[config.mk]
export PLATFORM = sky130hd
export DESIGN_NAME = hazard_forward_ctrl
export DESIGN_NICKNAME = d
export VERILOG_FILES = /design/src/rtl/hazard_pkg.sv /design/src/rtl/fwd_select.sv /design/src/rtl/hazard_forward_ctrl.sv
export SDC_FILE = /design/constraint.sdc
export NUM_CORES = 1
export LEC_CHECK = 0
export BUFFER_PORTS_ARGS = -buffer_cell sky130_fd_sc_hd__buf_2
export CORE_UTILIZATION = 46
export DETAILED_ROUTE_END_ITERATION = 6
export GPL_TIMING_DRIVEN = 0
export PLACE_DENSITY = 0.74
export SKIP_LAST_GASP = 1
export SYNTH_ARGS = -nofsm -noshare
export SYNTH_HDL_FRONTEND = slang
export SYNTH_HIERARCHICAL = 1
export SYNTH_SLANG_ARGS = --single-unit
[constraint.sdc]
create_clock -name clk -period 1.94 [get_ports clk]
set_clock_uncertainty 0.2 [all_clocks]
set_input_delay 0.097 -clock clk [delete_from_list [all_inputs] [get_ports clk]]
set_output_delay 0.097 -clock clk [all_outputs]
set_load 0.01 [all_outputs]
[src/rtl/hazard_pkg.sv]
// hazard_pkg: shared select codes, shadow-stage tag type and tag match helper
package hazard_pkg;
  localparam int REG_W = 5;
  localparam logic [1:0] FWD_NONE = 2'b00;
  localparam logic [1:0] FWD_MEM  = 2'b01;
  localparam logic [1:0] FWD_WB   = 2'b10;
  typedef struct packed {
    logic             valid;
    logic [REG_W-1:0] rd;
    logic             reg_write;
    logic             mem_read;
  } stage_tag_t;
  // x0 is hardwired zero, so nothing ever "writes" it for hazard purposes.
  function automatic logic tag_writes(input stage_tag_t t, input logic [REG_W-1:0] r);
    return t.valid && t.reg_write && t.rd == r && r != '0;
  endfunction
endpackage

[src/rtl/fwd_select.sv]
// fwd_select: forwarding mux select for one source operand
//   src, uses        source index and whether the instruction reads it
//   ex_tag, mem_tag  shadow tags of the instructions now in EX and MEM
//   sel              FWD_MEM if EX producer matches, else FWD_WB if MEM producer matches, else FWD_NONE
module fwd_select
  import hazard_pkg::*;
(
  input  logic [REG_W-1:0] src,
  input  logic             uses,
  input  stage_tag_t       ex_tag,
  input  stage_tag_t       mem_tag,
  output logic [1:0]       sel
);
  always_comb sel = !uses ? FWD_NONE :
                    tag_writes(ex_tag, src) ? FWD_MEM :
                    tag_writes(mem_tag, src) ? FWD_WB : FWD_NONE;
endmodule

[src/rtl/hazard_forward_ctrl.sv]
// hazard_forward_ctrl: forwarding selects, load-use stall and branch flush for the 5-stage core
//   clk, rst          core clock, synchronous active-high reset
//   pipe_hold         global freeze: tags and registered selects hold
//   id_*              decoded fields of the instruction in ID
//   ex_branch_taken   branch/jump resolved taken in EX
//   fwd_a_sel/b_sel   registered mux selects for the instruction now in EX
//   stall_if_id, bubble_id_ex, flush_if_id  combinational pipeline controls
//   HAZARD_PERF_CNT_EN adds saturating perf_stall_cnt, perf_flush_cnt, perf_fwd_cnt
module hazard_forward_ctrl
  import hazard_pkg::*;
#(
  parameter int NUM_REGS = 32,
  parameter int REG_W    = $clog2(NUM_REGS)
) (
  input  logic             clk,
  input  logic             rst,
  input  logic             pipe_hold,
  input  logic             id_valid,
  input  logic [REG_W-1:0] id_rs1,
  input  logic [REG_W-1:0] id_rs2,
  input  logic             id_uses_rs1,
  input  logic             id_uses_rs2,
  input  logic [REG_W-1:0] id_rd,
  input  logic             id_reg_write,
  input  logic             id_mem_read,
  input  logic             ex_branch_taken,
`ifdef HAZARD_PERF_CNT_EN
  output logic [31:0]      perf_stall_cnt,
  output logic [31:0]      perf_flush_cnt,
  output logic [31:0]      perf_fwd_cnt,
`endif
  output logic [1:0]       fwd_a_sel,
  output logic [1:0]       fwd_b_sel,
  output logic             stall_if_id,
  output logic             bubble_id_ex,
  output logic             flush_if_id
);
  // The WB-stage tag is never consulted: a producer in WB has already written
  // the register file by the time the consumer in ID reads it, so the shadow
  // pipe only needs to track EX and MEM.
  stage_tag_t ex_tag_q, ex_tag_d, mem_tag_q, mem_tag_d, id_tag;
  logic [1:0] fwd_a_sel_q, fwd_a_sel_d, fwd_b_sel_q, fwd_b_sel_d, sel_a, sel_b;
  logic       load_use;
  assign id_tag = '{valid: 1'b1, rd: id_rd, reg_write: id_reg_write, mem_read: id_mem_read};
  fwd_select u_sel_a (.src(id_rs1), .uses(id_uses_rs1), .ex_tag(ex_tag_q), .mem_tag(mem_tag_q), .sel(sel_a));
  fwd_select u_sel_b (.src(id_rs2), .uses(id_uses_rs2), .ex_tag(ex_tag_q), .mem_tag(mem_tag_q), .sel(sel_b));
  always_comb begin
    load_use     = !rst && id_valid && ex_tag_q.mem_read &&
                   ((id_uses_rs1 && tag_writes(ex_tag_q, id_rs1)) ||
                    (id_uses_rs2 && tag_writes(ex_tag_q, id_rs2)));
    flush_if_id  = !rst && ex_branch_taken;
    stall_if_id  = load_use && !ex_branch_taken;
    bubble_id_ex = load_use || flush_if_id;
    ex_tag_d     = pipe_hold ? ex_tag_q : (bubble_id_ex || !id_valid) ? '0 : id_tag;
    mem_tag_d    = pipe_hold ? mem_tag_q : ex_tag_q;
    fwd_a_sel_d  = pipe_hold ? fwd_a_sel_q : bubble_id_ex ? FWD_NONE : sel_a;
    fwd_b_sel_d  = pipe_hold ? fwd_b_sel_q : bubble_id_ex ? FWD_NONE : sel_b;
  end
  always_ff @(posedge clk) begin
    if (rst) begin
      ex_tag_q    <= '0;
      mem_tag_q   <= '0;
      fwd_a_sel_q <= FWD_NONE;
      fwd_b_sel_q <= FWD_NONE;
    end else begin
      ex_tag_q    <= ex_tag_d;
      mem_tag_q   <= mem_tag_d;
      fwd_a_sel_q <= fwd_a_sel_d;
      fwd_b_sel_q <= fwd_b_sel_d;
    end
  end
  assign fwd_a_sel = fwd_a_sel_q;
  assign fwd_b_sel = fwd_b_sel_q;
`ifdef HAZARD_PERF_CNT_EN
  logic [31:0] perf_stall_cnt_q, perf_stall_cnt_d, perf_flush_cnt_q, perf_flush_cnt_d;
  logic [31:0] perf_fwd_cnt_q, perf_fwd_cnt_d;
  logic [1:0]  fwd_inc;
  function automatic logic [31:0] sat_add(input logic [31:0] c, input logic [1:0] inc);
    logic [32:0] s;
    s = {1'b0, c} + {31'b0, inc};
    return s[32] ? '1 : s[31:0];
  endfunction
  always_comb begin
    fwd_inc          = {1'b0, |fwd_a_sel_d} + {1'b0, |fwd_b_sel_d};
    perf_stall_cnt_d = pipe_hold ? perf_stall_cnt_q : sat_add(perf_stall_cnt_q, {1'b0, stall_if_id});
    perf_flush_cnt_d = pipe_hold ? perf_flush_cnt_q : sat_add(perf_flush_cnt_q, {1'b0, flush_if_id});
    perf_fwd_cnt_d   = pipe_hold ? perf_fwd_cnt_q : sat_add(perf_fwd_cnt_q, fwd_inc);
  end
  always_ff @(posedge clk) begin
    if (rst) begin
      perf_stall_cnt_q <= '0;
      perf_flush_cnt_q <= '0;
      perf_fwd_cnt_q   <= '0;
    end else begin
      perf_stall_cnt_q <= perf_stall_cnt_d;
      perf_flush_cnt_q <= perf_flush_cnt_d;
      perf_fwd_cnt_q   <= perf_fwd_cnt_d;
    end
  end
  assign perf_stall_cnt = perf_stall_cnt_q;
  assign perf_flush_cnt = perf_flush_cnt_q;
  assign perf_fwd_cnt   = perf_fwd_cnt_q;
`endif
endmodule

==> metrics <==
outcome finished, violations left; failing checks negative setup slack; final setup margin -0.2715 ns; global-route wire length before repair 4588 um; CTS tree yes; share of cells above drive strength 1 about a third; worst-margin pin slew about 0.58 ns; final hold violations 0; P_sw 206.1 uW; crit share post-route 114.0%; # fillers approximately 200; Max Fanout on Critical Path 4; CP arrival around 1.9 ns; clk sinks 19; fmax ~450 MHz; Multi-input gate area ~740 um^2; Ys Warns 6; Routed WL per cell approximately 15 um; largest net degree at the start of global routing 12; global placement routability congestion just under 0.8; Clock Power Share between 20 and 30%; antenna viol nets, final 0; core area about 2300 um^2; RSZ-0062 raised after global routing yes; H-tree Lvls 1; Post-Syn Nets between 100 and 150; post-layout util 66.19%; Reg clk slew, reported paths ~0.12 ns; Internal Pwr Total 540.3 uW; Ports 31; vias in the first global route approximately 1000; VDD IR-drop max about 0.45 mV; Pwr per Cell Area between 400 and 500 nW/um^2; sequential power share a little over half; Detailed Routing Iterations Pass 1 4; die area 2707 um^2; Worst setup SP type flop; Crit. End Element output port; Clock Path Buffers 2; Leakage around 0.64 nW; DP Area approximately 1300 um^2; die height between 50 and 60 um; Synth-to-Final Area Change 30.87%; Logic pwr share roughly 18%; slew margin rel. ~60%; register area between 300 and 400 um^2; Overflow after GRT 0; ANT cells 0; Placement Setup Slack -0.08528 ns; initial core utilization just over 50%; detailed-route vias per instance 5.632; nets 187; TritonCTS buffer count 3; root buffer cell clkbuf_4; post-route cell area 1506 um^2; DR iter-0 viols 18; Final Max Slew Viols 0; Total Wirelength approximately 2900 um; final setup vio count 11; Worst-Skew Late Latency roughly 0.31 ns; critical path class flop to output port; shortest period the worst path allows 2.211 ns; vias post-DR 1070; Post-Syn Area around 1200 um^2; Switching Share between 20 and 30%; Die X-Extent about 52 um; GRT Util Overall between 20 and 25%; Synth Instances around 120; I/O Buffers 29; site row count 17; drt drc 0; max cap viols 0; final HPWL from detailed placement between 2000 and 2500 um; synthesized area per cell a little under 10 um^2; HP Class primary input to flop; Worst EP required between 1.5 and 2 ns; initial antenna violation count 0
## layer usage
layer  GRT usage (%)  share of wire [%]  wire length, um  vias up
li1                -                  -                -      528
met1           29.64                 44             1263      515
met2           39.32                 50             1435       24
met3           3.216                5.0              144        3
met4           5.405               0.59               17        0
met5               0                  0                0        -
## worst max-delay path, cell delays in order, from the launching register on
cell and delay (ns):
dfxtp_4 0.36, nand4_1 0.23, a2111oi_4 0.42, a41oi_2 0.23
buf_6 0.17, nor2_1 0.06, buf_2 0.13
## cell type report
class / instances / area share [%]
plain buffers: 5 / 1.827
clock buffers: 3 / 1.495
clock inverters: 1 / 0.3322
inverters: 4 / 0.9967
multi-input cells: 88 / 49.17
flip-flops and latches: 19 / 26.08
well taps: 28 / 2.326
repair buffers: 42 / 17.77
## state kept, by name (all words and copies together), names as in the netlist
register and count:
fwd_b_sel 2, fwd_a_sel 2, mem_tag_q 7, ex_tag_q 8
## placed cells by master (no fill, tap or decap), types with 4 or more instances in the layout
cell	n
nor2_1	8
xnor2_1	19
o211a_1	4
mux2i_1	7
inv_1	4
dfxtp_2	4
dfxtp_1	13
buf_4	4
a32o_1	11
buf_2	30
dlygate4sd3_1	7
xor2_1	9
## through the flow
stage / cells / hold WS (ns) / TNS (ns) / power, mW
after detailed placement: 173 / 0.1414 / -0.6899 / 0.5358
after CTS: 188 / 0.01424 / -1.736 / 0.7459
after global routing: 190 / 0.004081 / -3.626 / 0.7887
after global placement: 173 / 0.1361 / -0.4311 / 0.5311
final: 190 / 0.01125 / -2.610 / 0.7464
after floorplan: 116 / 0.04153 / 0 / 0.4813
## repair_timing
item / in CTS / in global routing
hold buffers: 7 / 0
buffers inserted: 4 / 1
endpoints found under the setup margin: 11 / 13
resized for setup: 8 / 4
cloned: 0 / 1
pin swaps: 3 / 11
endpoints found under the hold margin: 7 / 0
## worst paths after layout
| kind | from | end | cells after the start | slack (ns) |
|---|---|---|---|---|
| worst min-delay path | pipe_hold | mem_tag_q[3]$_SDFFE_PP0N_ | 3 | 0.01 |
| worst max register to register | ex_tag_q[1]$_SDFFE_PP0N_ | ex_tag_q[4]$_SDFFE_PP0N_ | 7 | -0.27 |
| worst min register to register | ex_tag_q[0]$_SDFFE_PP0N_ | ex_tag_q[0]$_SDFFE_PP0N_ | 1 | 0.29 |
| worst max-delay path | ex_tag_q[1]$_SDFFE_PP0N_ | stall_if_id | 6 | -0.27 |
## power by group through the flow
stage	combinational, mW	clock (mW)	sequential (mW)
floorplan	0.0686	0	0.413
global placement	0.116	0	0.416
detailed placement	0.120	0	0.416
CTS	0.135	0.207	0.404
global route	0.150	0.233	0.405
finish	0.137	0.205	0.404
No activity file was read; power rests on OpenSTA's default activity.
